### src/rtl/resp_sig_analyzer.sv
// Output response analyzer: compacts N_PAT valid response bits into a Galois
// SISR and compares the final signature against GOLDEN.
module resp_sig_analyzer #(
  parameter int                SIG_W  = 16,
  parameter logic [SIG_W-1:0]  POLY   = 16'h8005,
  parameter logic [SIG_W-1:0]  SEED   = 16'h0000,
  parameter int                N_PAT  = 64,
  parameter logic [SIG_W-1:0]  GOLDEN = 16'h0000
) (
  input  logic                   clk,
  input  logic                   rst,
  input  logic                   start,
  input  logic                   z_in,
  input  logic                   z_valid,
  output logic                   busy,
  output logic                   done,
  output logic                   pass,
  output logic [SIG_W-1:0]       signature,
  output logic [$clog2(N_PAT):0] pat_cnt
);

  localparam int CNT_W = $clog2(N_PAT) + 1;

  typedef enum logic [1:0] {IDLE, RUN, CHECK, DONE} state_t;

  state_t           state;
  state_t           state_next;
  logic             busy_next;
  logic             done_next;
  logic             fb;
  logic             last_beat;
  logic [SIG_W-1:0] sig_step;

  assign fb        = signature[SIG_W-1] ^ z_in;
  assign sig_step  = {signature[SIG_W-2:0], 1'b0} ^ (fb ? POLY : '0);
  assign last_beat = z_valid && (pat_cnt == CNT_W'(N_PAT - 1));

  // State, datapath and registered flags; start always wins over z_valid
  always_ff @(posedge clk) begin
    if (rst) begin
      state     <= IDLE;
      signature <= SEED;
      pat_cnt   <= '0;
      pass      <= 1'b0;
      busy      <= 1'b0;
      done      <= 1'b0;
    end else begin
      state <= state_next;
      busy  <= busy_next;
      done  <= done_next;
      if (start) begin
        signature <= SEED;
        pat_cnt   <= '0;
        pass      <= 1'b0;
      end else begin
        case (state)
          RUN: begin
            if (z_valid) begin
              signature <= sig_step;
              pat_cnt   <= pat_cnt + CNT_W'(1);
            end
          end
          CHECK:   pass <= (signature == GOLDEN);
          default: ;
        endcase
      end
    end
  end

  always_comb begin
    state_next = state;
    case (state)
      IDLE:  if (start) state_next = RUN;
      RUN: begin
        if (start)          state_next = RUN;
        else if (last_beat) state_next = CHECK;
      end
      CHECK: state_next = start ? RUN : DONE;
      DONE:  if (start) state_next = RUN;
      default: state_next = IDLE;
    endcase
  end

  // Flags are decoded from the next state so they register alongside it
  always_comb begin
    busy_next = (state_next == RUN) || (state_next == CHECK);
    done_next = (state_next == DONE);
  end

endmodule

### config.mk
export PLATFORM = sky130hd
export DESIGN_NAME = resp_sig_analyzer
export DESIGN_NICKNAME = d
export VERILOG_FILES = /design/src/rtl/resp_sig_analyzer.sv
export SDC_FILE = /design/constraint.sdc
export NUM_CORES = 1
export LEC_CHECK = 0
export CAP_MARGIN = 10
export CORE_MARGIN = 4
export CORE_UTILIZATION = 50
export CTS_BUF_LIST = sky130_fd_sc_hd__clkbuf_4 sky130_fd_sc_hd__clkbuf_8
export CTS_CLUSTER_DIAMETER = 40
export DETAILED_ROUTE_END_ITERATION = 7
export DONT_BUFFER_PORTS = 1
export SLEW_MARGIN = 20
export SYNTH_ARGS = -nofsm -noshare
export SYNTH_HDL_FRONTEND = slang
export SYNTH_SLANG_ARGS = --single-unit
### constraint.sdc
create_clock -name clk -period 2.1 [get_ports clk]
set_clock_uncertainty 0.15 [all_clocks]
set_input_delay 0.21 -clock clk [delete_from_list [all_inputs] [get_ports clk]]
set_output_delay 0.21 -clock clk [all_outputs]
set_load 0.01 [all_outputs]
==> Word level (Yosys, flattened, before mapping) <==
Index checks and enable logic that the tools add are counted.
{ "word_totals": {"register_bits": 28, "inputBits": 5, "out_inout_bits": 26, "elab_cells": 29} }
{ "op_classes": {"addsub": 1, "eq_ne": 7, "n_mux": 6, "n_bitwise": 2, "reduce_logical": 7} }
{ "op_table": {"columns": ["operator", "n"], "rows": [
  ["16-bit zero test", 1],
  ["16-bit two-way mux", 1],
  ["16-bit bitwise XOR", 1],
  ["2-bit == test, second input constant", 4],
  ["2-bit two-way mux", 4],
  ["7-bit by 1-bit adder with 7-bit output, second input constant", 1],
  ["7-bit by 6-bit == test with 1-bit output, second input constant", 1],
  ["2-bit case mux with 3 select lines", 1],
  ["2-bit by 1-bit == test with 1-bit output, second input constant", 2],
  ["2-bit OR reduction", 2],
  ["2-bit zero test", 1],
  ["2-bit AND reduction", 1],
  ["1-bit logical AND", 1],
  ["1-bit logical OR", 1],
  ["1-bit bitwise XOR", 1]
]} }

==> Longest topological paths before layout <==
Gate-level depths: netlist (run 1).
{ "logic_depth": {"word_depth": 7, "ltp_mapped": 7, "mapped_depth_nobuf": 7} }

==> Least setup slack after synthesis (run 1) <==
OpenSTA, ideal clock, no wires.
{ "synth_path": {"kind": "flip-flop to flip-flop", "from": "register pat_cnt[0]", "to": "register busy", "setup_ps": 114, "arrival_ps": 1611, "required_time_ps": 1836, "setup_slack_ps": 225, "stages_incl_launch_ff": 7, "path_buffers": 0, "period_less_slack_ps": 1875, "cell_sequence": "dfxtp_1 > ha_1 > nand4_1 > or3_1 > a21oi_1 > ha_1 > nor2b_1"} }
{ "synth_between": {"elab_chain_len": 7, "elab_cells_between_ends": 8, "cone_classes": "3 x eq/ne; 3 x mux; 2 x reduce/logical"} }
{ "synth_lines": {"columns": ["element", "line", "rtl"], "rows": [
  ["start, declared", "19", "output logic [$clog2(N_PAT):0] pat_cnt"],
  ["start signal, assigned", "60", "pat_cnt <= pat_cnt + CNT_W'(1);"],
  ["7-bit by 6-bit == test with 1-bit output (*)", "36", "assign last_beat = z_valid && (pat_cnt == CNT_W'(N_PAT - 1));"],
  ["1-bit logical AND (*)", "36", null],
  ["2-bit two-way mux (*)", "76", "else if (last_beat) state_next = CHECK;"],
  ["2-bit two-way mux (*)", "75", "if (start) state_next = RUN;"],
  ["2-bit case mux with 3 select lines (*)", "72", "case (state)"],
  ["net state_next[1]", "27", "state_t state_next;"],
  ["2-bit by 1-bit == test with 1-bit output / 2-bit == test (equally long branches)", "86", "busy_next = (state_next == RUN) || (state_next == CHECK);"],
  ["1-bit logical OR (*)", "86", null],
  ["net busy_next", "28", "logic busy_next;"],
  ["end signal, assigned", "49", "busy <= busy_next;"],
  ["end, declared", "15", "output logic busy,"]
]} }
The timed path passes the listed nets; every way through them passes the cells marked *.
A chain may end at the register's enable or synchronous reset.

==> Final worst setup path (run 1) <==
Ends and elaborated chain as after synthesis.

==> results of run 1 <==
[sequential cells by signal (all words and copies together), names as in the netlist]
name and count:
done 1, pass 1, pat_cnt 7, state 2, signature 16, busy 1
[kinds of logic after synthesis]
logic type | count (synthesis) | synth area share (%)
adders and majority gates | 5 | 4.85
DFF | 28 | 43.5
AOI/OAI and AO/OA | 31 | 13.9
xor gates and xnor gates | 4 | 2.72
and+or+nand+nor | 65 | 23.9
buffers and inverters | 24 | 11.3
[worst reg2reg max path, stage by stage (launching register included)]
cell	delay, ps
dfxtp_1	360
ha_1	190
nand4_1	170
or3_1	410
a21oi_1	170
ha_1	250
nor2b_1	120
[per-stage QoR]
stage	hold WS, ps	power, uW	cell area (um^2)	instances	worst slack (ps)
5_1_grt	29.4	863	1300	180	46.2
6_report	29.3	819	1300	180	192
2_1_floorplan	132	598	1290	157	225
3_3_place_gp	133	610	1250	174	298
4_1_cts	15.5	832	1300	180	222
3_5_place_dp	134	612	1250	174	257
[synth_stat cells]
cell	number
a21oi_1	20
and2_1	1
or3_1	6
nor4b_1	1
buf_4	13
o31ai_1	1
clkbuf_1	2
o32ai_1	1
nand2_1	32
or2_2	1
buf_2	5
o21a_1	1
or4_1	1
a211oi_1	1
nor2b_1	3
xor2_1	1
xnor2_1	3
ha_1	5
nand4_1	1
nor3_1	2
o21ai_0	3
o22a_1	1
a31oi_1	1
nand3_1	4
nor4_1	3
nand3_2	1
inv_1	4
nand3b_1	1
dfxtp_1	28
o41ai_1	1
nor2_1	8
o311ai_0	1
[routing by layer]
layer,track usage (%),vias up
li1,-,510
met1,19.4,455
met2,25.1,23
met3,4.61,2
met4,6.80,0
met5,0,-
[power by group through the flow]
stage                     Sequential, uW  Clock, uW  Combinational, uW
after global routing                 544        247               71.5
after floorplan                      554          0               44.7
after CTS                            543        225               63.7
after global placement               554          0               56.1
final                                543        213               63.2
after detailed placement             555          0               57.2
[worst max path at each step]
stage	endpoint	slack [ps]	start
final	busy	190	pat_cnt[0]
after global routing	busy	50	pat_cnt[0]
after CTS	busy	220	pat_cnt[1]
after detailed placement	busy	260	pat_cnt[1]
after global placement	busy	300	pat_cnt[0]
after floorplan	busy	220	pat_cnt[0]
[repair_timing]
item | CTS | global route
hold buffers | 3 | 0
endpoints found under the hold margin | 7 | 0
gates resized for setup | 0 | 0
setup buffers | 0 | 0
[cell type report]
type	instances	area share (%)
Multi-Input combinational cell	105	44.9
Timing Repair Buffer	10	6.34
Inverter	4	1.15
Tap cell	30	2.88
Sequential cell	28	43.0
Clock buffer	3	1.73
==> impl_metrics.toml, run 1 <==
[sta]
post-route-period-util_pct = 90.9
drv_slew = 0
setup_viol = 0
finalHoldViolCount = 0
tns_ps = 0
fmax_mhz = 524
rsz0062_at_grt = "false"
tightest_slew_ps = 459
relSlewSlack_pct = 69.4
min_period_ps = 1910

[power_and_ir_drop]
p_comb_share_pct = 7.7
swShare_pct = 23.1
pwr-share-clk_pct = 26.0
intPower_uw = 629
power_density_mw_per_mm2 = 629
power_leakage_uw = 0.000415
p_switching_uw = 190
ir_drop_v = 0.000341
p_seq_share_pct = 66.3

[worst_setup_path]
crit_buf_inv = 0
cp.depth = 6
critPathMostFrequentCell = "ha_1"
cp_cell_sequence = "ha_1 -> nand4_1 -> or3_1 -> a21oi_1 -> ha_1 -> nor2b_1"
crit_slowest_cell = "or3_1"
r2r_slack_ps = 190
r2r-start = "pat_cnt[0]"
arrival_ps = 1990
worstReg2RegEnd = "busy"
crit_required_ps = 2180
slowest_delay_ps = 400
cp_top_family = "simple AND/OR/NAND/NOR gates"
cp-start-kind = "flop"
crit_type = "flop to flop"
end_kind = "flop"
reg2reg_depth = 6
path_max_fanout = 4

[synthesis]
netlist.area_leader.share_pct = 43.5
ys_ff_latch = 28
synth_area_leaders = "dfxtp_1 (43%), nand2_1 (9.3%), a21oi_1 (7.8%)"
synth_top_area_cell = "dfxtp_1"
syn_area_mm2 = 0.00129
synth_cell_types = 32
ys_warn_count = 0
seq_area_frac_synth_pct = 43.5
synthCells = 157
synth_nets = 167
avgSynthCellArea_um2 = 8.22

[cells_and_area]
nets = 162
final_common_cell = "nand2_1"
drive_above_1_share_pct = 8.00
regArea_um2 = 561
n_fill_cell = 251
final_cell_mix = "nand2_1 (32), dfxtp_1 (28), a21oi_1 (20)"
diodes = 0
multi_input_area_um2 = 584
syn_to_final_growth_pct = 0.970
finalCoreUtilization_pct = 52.6

[routing]
via_per_inst = 5.50
first_iter_violations = 40
drt_wl_total_mm = 2.51
wl_met2_mm = 1.17
vias = 990
wl_per_cell_um = 13.9
wl_met1_mm = 1.14
ant_nets = 0
route.detailed.drc = 0
met3_length_um = 181
dr.pass1.iters = 4
routed.top_layer = "met4"

[floorplan]
design.die.area_mm2 = 0.00346
core_area_mm2 = 0.00248
die_h_um = 58.8
initial_core_util_pct = 52.1
die_x_um = 58.8
rows = 18
io_pins = 31

[clock_tree]
cts_max_path_buffers = 2
clk_pin_slew_ps = 140
numCtsBuffers = 3
insertion_delay_ps = 320
h-tree-depth = 1
cts.sinks = 28
cts_tree = "yes"
root_buffer = "clkbuf_4"

[global_routing]
globalRouteOverflowTotal = 0
grt_antenna_before_repair = 0
grt_pass1_vias = 946
grt_pass1_wl_mm = 4.20
grt_use_total_pct = 15.7
grt_max_degree = 25

[run]
cap_violations = 0

[placement]
routabilityCongestion = 0.738
dp_hpwl_mm = 1.79
port_buffers = 0

[status]
outcome = "completed"

[hold_path]
hold_end = "state[1]"
hp-start = "z_valid"
hold_path.class = "input port to flop"
min_delay_path_depth = 3
No activity file was read; power rests on OpenSTA's default activity.
==> run 2: changes to the inputs <==
Settings changed: CORE_MARGIN 4 to default, SETUP_SLACK_MARGIN from default to 0.4.
Clock period 2.1 ns to 2.05 ns, I/O delays scaled along.
==> run 2 against run 1 <==
  * The run now ends with hold timing left
  * Cell area rose by 11%
  * Die area fell by 19%
  * Core utilization rose by 6.4 points
  * First-iteration DRC count fell by 65%
  * Sequential power rose by 2%
  * Critical path type unchanged
  * Highest routed layer unchanged
==> impl_metrics.toml, run 2 (synthesis gave the netlist of run 1 again) <==
[worst_setup_path]
r2r_slack_ps = 150
r2r-start = "pat_cnt[0]"
crit_type = "flop to flop"
crit_required_ps = 2080
cp-start-kind = "flop"
reg2reg_depth = 6
end_kind = "flop"
endpoint = "pat_cnt[6]"
arrival_ps = 1930
worstReg2RegEnd = "pat_cnt[6]"
path_max_fanout = 4
startpoint = "pat_cnt[0]"

[power_and_ir_drop]
ir_drop_v = 0.000421
power_leakage_uw = 0.000462
power_density_mw_per_mm2 = 595

[clock_tree]
cts.sinks = 28
cts_max_path_buffers = 2
hold_buffers = 3
clk_pin_slew_ps = 150
cts_tree = "yes"
root_buffer = "clkbuf_4"
insertion_delay_ps = 320
numCtsBuffers = 3
h-tree-depth = 1

[sta]
drv_slew = 0
timing.hold.ws_ps = -225
finalHoldViolCount = 4
setup_viol = 0
tightest_slew_ps = 496
post-route-period-util_pct = 92.9
tns_ps = 0
fmax_mhz = 525
min_period_ps = 1900
relSlewSlack_pct = 66.5
rsz0062_at_grt = "true"

[cells_and_area]
regMostFlops = "signature"
final_common_cell = "nand2_1"
nets = 167
reg_top3 = "signature x16, pat_cnt x7, state x2"
final-instance-count-excl-fill = 186
diodes = 0
drive_above_1_share_pct = 21.2
largest_register_ffs = 16
final_cell_mix = "nand2_1 (31), dfxtp_1 (24), a21oi_1 (19)"
syn_to_final_growth_pct = 12.2

[floorplan]
design.die.area_mm2 = 0.00279
initial_core_util_pct = 52.5
rows = 18
core_area_mm2 = 0.00245
die_x_um = 52.8
io_pins = 31
die_h_um = 52.8

[placement]
dp_hpwl_mm = 1.88
port_buffers = 0
routabilityCongestion = 0.747
placed_cells = 172

[routing]
ant_nets = 0
first_iter_violations = 14
drt_wl_total_mm = 2.78
route.detailed.drc = 0
vias = 1055
wl_per_cell_um = 14.9
via_per_inst = 5.67
dr.pass1.iters = 4

[run]
cap_violations = 0

[global_routing]
grt_antenna_before_repair = 0
globalRouteOverflowTotal = 0
grt_use_total_pct = 21.5
grt_pass1_wl_mm = 4.37
grt_pass1_vias = 1023
grt_max_degree = 25

[hold_path]
min_delay_path_depth = 1
hold_path.class = "input port to flop"

[status]
outcome = "finished, violations left"
violations = "hold timing"
==> run 2: per-stage QoR <==
stage               instance area [um^2]  total power [uW]  worst slack [ps]  util [%]  hold WS [ps]
finish                              1450               862               145      59.0          -225
global placement                    1270               625               266      51.7           128
floorplan                           1330               613               324         -           127
detailed placement                  1270               628               215      51.7           130
global route                        1450               901               139      59.0          -248
CTS                                 1410               864               271      57.4          -236
==> run 2: how the worst min path moves through the flow <==
stage / from / end / slack, ps
floorplan: rst / busy / 130
global placement: rst / busy / 130
detailed placement: rst / done / 130
CTS: rst / done / -240
global route: rst / done / -250
finish: rst / done / -230
==> run 2: critical path, stage by stage (launching register included) <==
cell and delay (ps):
dfxtp_4 430, ha_4 140, nand4_1 100, buf_4 180
buf_4 130, buf_4 130, o41ai_1 510
==> run 2: what timing repair did <==
| action | CTS | global route |
|---|---|---|
| endpoints found under the setup margin | 3 | 19 |
| setup buffers | 4 | 3 |
| resized for setup | 11 | 4 |
| endpoints found under the hold margin | 8 | 4 |
| pin swaps | 7 | 4 |
==> run 2: cell type report <==
| cell class | instances | area [um^2] |
|---|---|---|
| Clock buffer | 3 | 22.5 |
| Clock inverter | 1 | 3.75 |
| Inverter | 4 | 15.0 |
| Tap cell | 30 | 37.5 |
| Multi-Input combinational cell | 105 | 673 |
| Sequential cell | 28 | 576 |
| Fill cell | 216 | 1010 |
| Timing Repair Buffer | 15 | 120 |
==> run 2: routing by layer <==
layer  vias up  part of all wire [%]  wire, um  track usage, %
met5         -                     0         0               0
met4         0                   1.7        46            7.46
met3         6                   4.6       127            5.51
met2        22                    53      1470            38.4
met1       502                    41      1140            24.3
li1        525                     -         -               -
==> run 2: where the power goes <==
part	switching, uW	leakage, uW	internal (uW)
Combinational	42.1	0.000218	33.9
Clock	159	0.0000154	71.4
Sequential	8.96	0.000229	547
==> run 3: changes to the inputs <==
Settings changed: PLACE_DENSITY from default to 0.73.
==> run 3 against run 2 <==
  * The flow still finishes with violations (hold timing)
  * Combinational power down 5.8%
  * Wire length down 3.2%
  * Cell area is 4.7% lower
  * Sequential power about the same
  * Register-to-register slack improved by 80 ps
  * Setup slack better by 75 ps
  * Clock power rose by 21%
  * Hold slack got worse by 17 ps
  * Power up 5.0%
  * Fmax is 4.1% higher
  * Clock-buffer cell count increased by 1
  * Die area unchanged
  * Highest routed layer unchanged
==> impl_metrics.toml, run 3 (synthesis gave the netlist of run 1 again) <==
[global_routing]
use_met1_pct = 22.9
grt_pass1_vias = 978
grt_util_met2_pct = 36.7
grt_antenna_before_repair = 0
grt_busiest_layer = "met2"
grt_max_degree = 25
globalRouteOverflowTotal = 0
grt_use_total_pct = 20.5
grt_use_met3_pct = 4.64
grt_pass1_wl_mm = 4.15

[hold_path]
hold_end = "done"
min_delay_path_depth = 1
hp-start = "rst"
hold_path.class = "input port to flop"

[power_and_ir_drop]
intPower_uw = 687
swShare_pct = 24.1
ir_drop_v = 0.000337
power_density_mw_per_mm2 = 656
p_comb_share_pct = 7.9
pwr-share-clk_pct = 30.8
p_switching_uw = 218
power.total_uw = 905
power_leakage_uw = 0.000423
p_seq_share_pct = 61.3

[floorplan]
initial_core_util_pct = 52.5
die_x_um = 52.8
die_h_um = 52.8
io_pins = 31
core_area_mm2 = 0.00245
rows = 18
design.die.area_mm2 = 0.00279

[routing]
ant_nets = 0
dr.pass1.iters = 4
drt_wl_total_mm = 2.69
wl_per_cell_um = 15.0
vias = 1020
route.detailed.drc = 0
via_per_inst = 5.70
first_iter_violations = 17

[sta]
rsz0062_at_grt = "true"
finalHoldViolCount = 4
tns_ps = 0
worst_slack_ps = 220
min_period_ps = 1830
setup_viol = 0
fmax_mhz = 547
timing.hold.ws_ps = -242
drv_slew = 0
post-route-period-util_pct = 89.2
relSlewSlack_pct = 69.1
tightest_slew_ps = 464

[status]
violations = "hold timing"
outcome = "finished, violations left"

[worst_setup_path]
crit_required_ps = 2150
path_max_fanout = 4
reg2reg_depth = 7
r2r_slack_ps = 220
cp-start-kind = "flop"
end_kind = "flop"
r2r-start = "state[1]"
arrival_ps = 1930
worstReg2RegEnd = "busy"
crit_type = "flop to flop"

[cells_and_area]
final_cell_mix = "nand2_1 (31), dfxtp_1 (23), a21oi_1 (19)"
diodes = 0
reg_top3 = "signature x16, pat_cnt x7, state x2"
largest_register_ffs = 16
multi_input_area_um2 = 637
n_fill_cell = 215
syn_to_final_growth_pct = 6.98
regArea_um2 = 574
final_common_cell = "nand2_1"
regMostFlops = "signature"
nets = 160
drive_above_1_share_pct = 18.1

[run]
cap_violations = 0

[clock_tree]
insertion_delay_ps = 330
root_buffer = "clkbuf_4"
clk_pin_slew_ps = 160
numCtsBuffers = 3
h-tree-depth = 1
hold_buffers = 3
cts_max_path_buffers = 2
cts.sinks = 28
cts_tree = "yes"

[placement]
dp_hpwl_mm = 1.75
port_buffers = 0
routabilityCongestion = 0.706
place_ws_ps = 221
run 3: changes by cell type in the layout (fill, tap and decap cells not counted), sizes merged:
cell    change
buf         -7
clkbuf      +1
clkinv      -1
run 3: repair_timing:
action	CTS	global route
hold endpoints to repair	10	4
setup buffers	2	0
endpoints found under the setup margin	4	6
gates resized for setup	7	7
pin swaps	4	1
run 3: final cells by class:
cell class,instances,area share (%)
tap,30,2.72
clock buffer,4,2.63
sequential,28,41.6
timing repair buffer,8,5.80
inverter,4,1.09
multi-input combinational,105,46.1
run 3: how the worst max path moves through the flow:
| stage | startpoint | endpoint | slack, ps | cells past startpoint |
|---|---|---|---|---|
| floorplan | pat_cnt[1] | busy | 320 | 6 |
| global placement | pat_cnt[1] | busy | 260 | 6 |
| detailed placement | pat_cnt[1] | busy | 220 | 6 |
| CTS | pat_cnt[1] | busy | 240 | 6 |
| global route | pat_cnt[1] | busy | 160 | 6 |
| finish | state[1] | busy | 220 | 7 |
run 3: critical path, cell delays in order, from the launching register on:
cell and delay [ps]:
dfxtp_2 370, inv_2 80, ha_4 160, nand3b_1 110
or3_4 390, a21oi_2 140, ha_1 230, nor2b_1 130
run 3: power groups by stage:
stage          logic (uW)  clock network (uW)  registers, uW
2_1_floorplan        47.1                   0            566
3_3_place_gp         53.4                   0            568
3_5_place_dp         54.8                   0            568
4_1_cts              66.8                 272            555
5_1_grt              78.7                 299            556
6_report             71.5                 279            555
run 3: per-stage QoR:
| step | util (%) | cells | cell area (um^2) | hold slack, ps |
|---|---|---|---|---|
| 2_1_floorplan | - | 157 | 1330 | 127 |
| 3_3_place_gp | 51.1 | 170 | 1250 | 129 |
| 3_5_place_dp | 51.1 | 170 | 1250 | 133 |
| 4_1_cts | 55.4 | 179 | 1360 | -229 |
| 5_1_grt | 56.2 | 179 | 1380 | -258 |
| 6_report | 56.2 | 179 | 1380 | -242 |
run 3: metal layers:
layer | part of all wire [%] | up-vias
met2 | 49 | 27
li1 | - | 512
met5 | 0 | -
met4 | 1.9 | 0
met1 | 44 | 474
met3 | 5.1 | 7
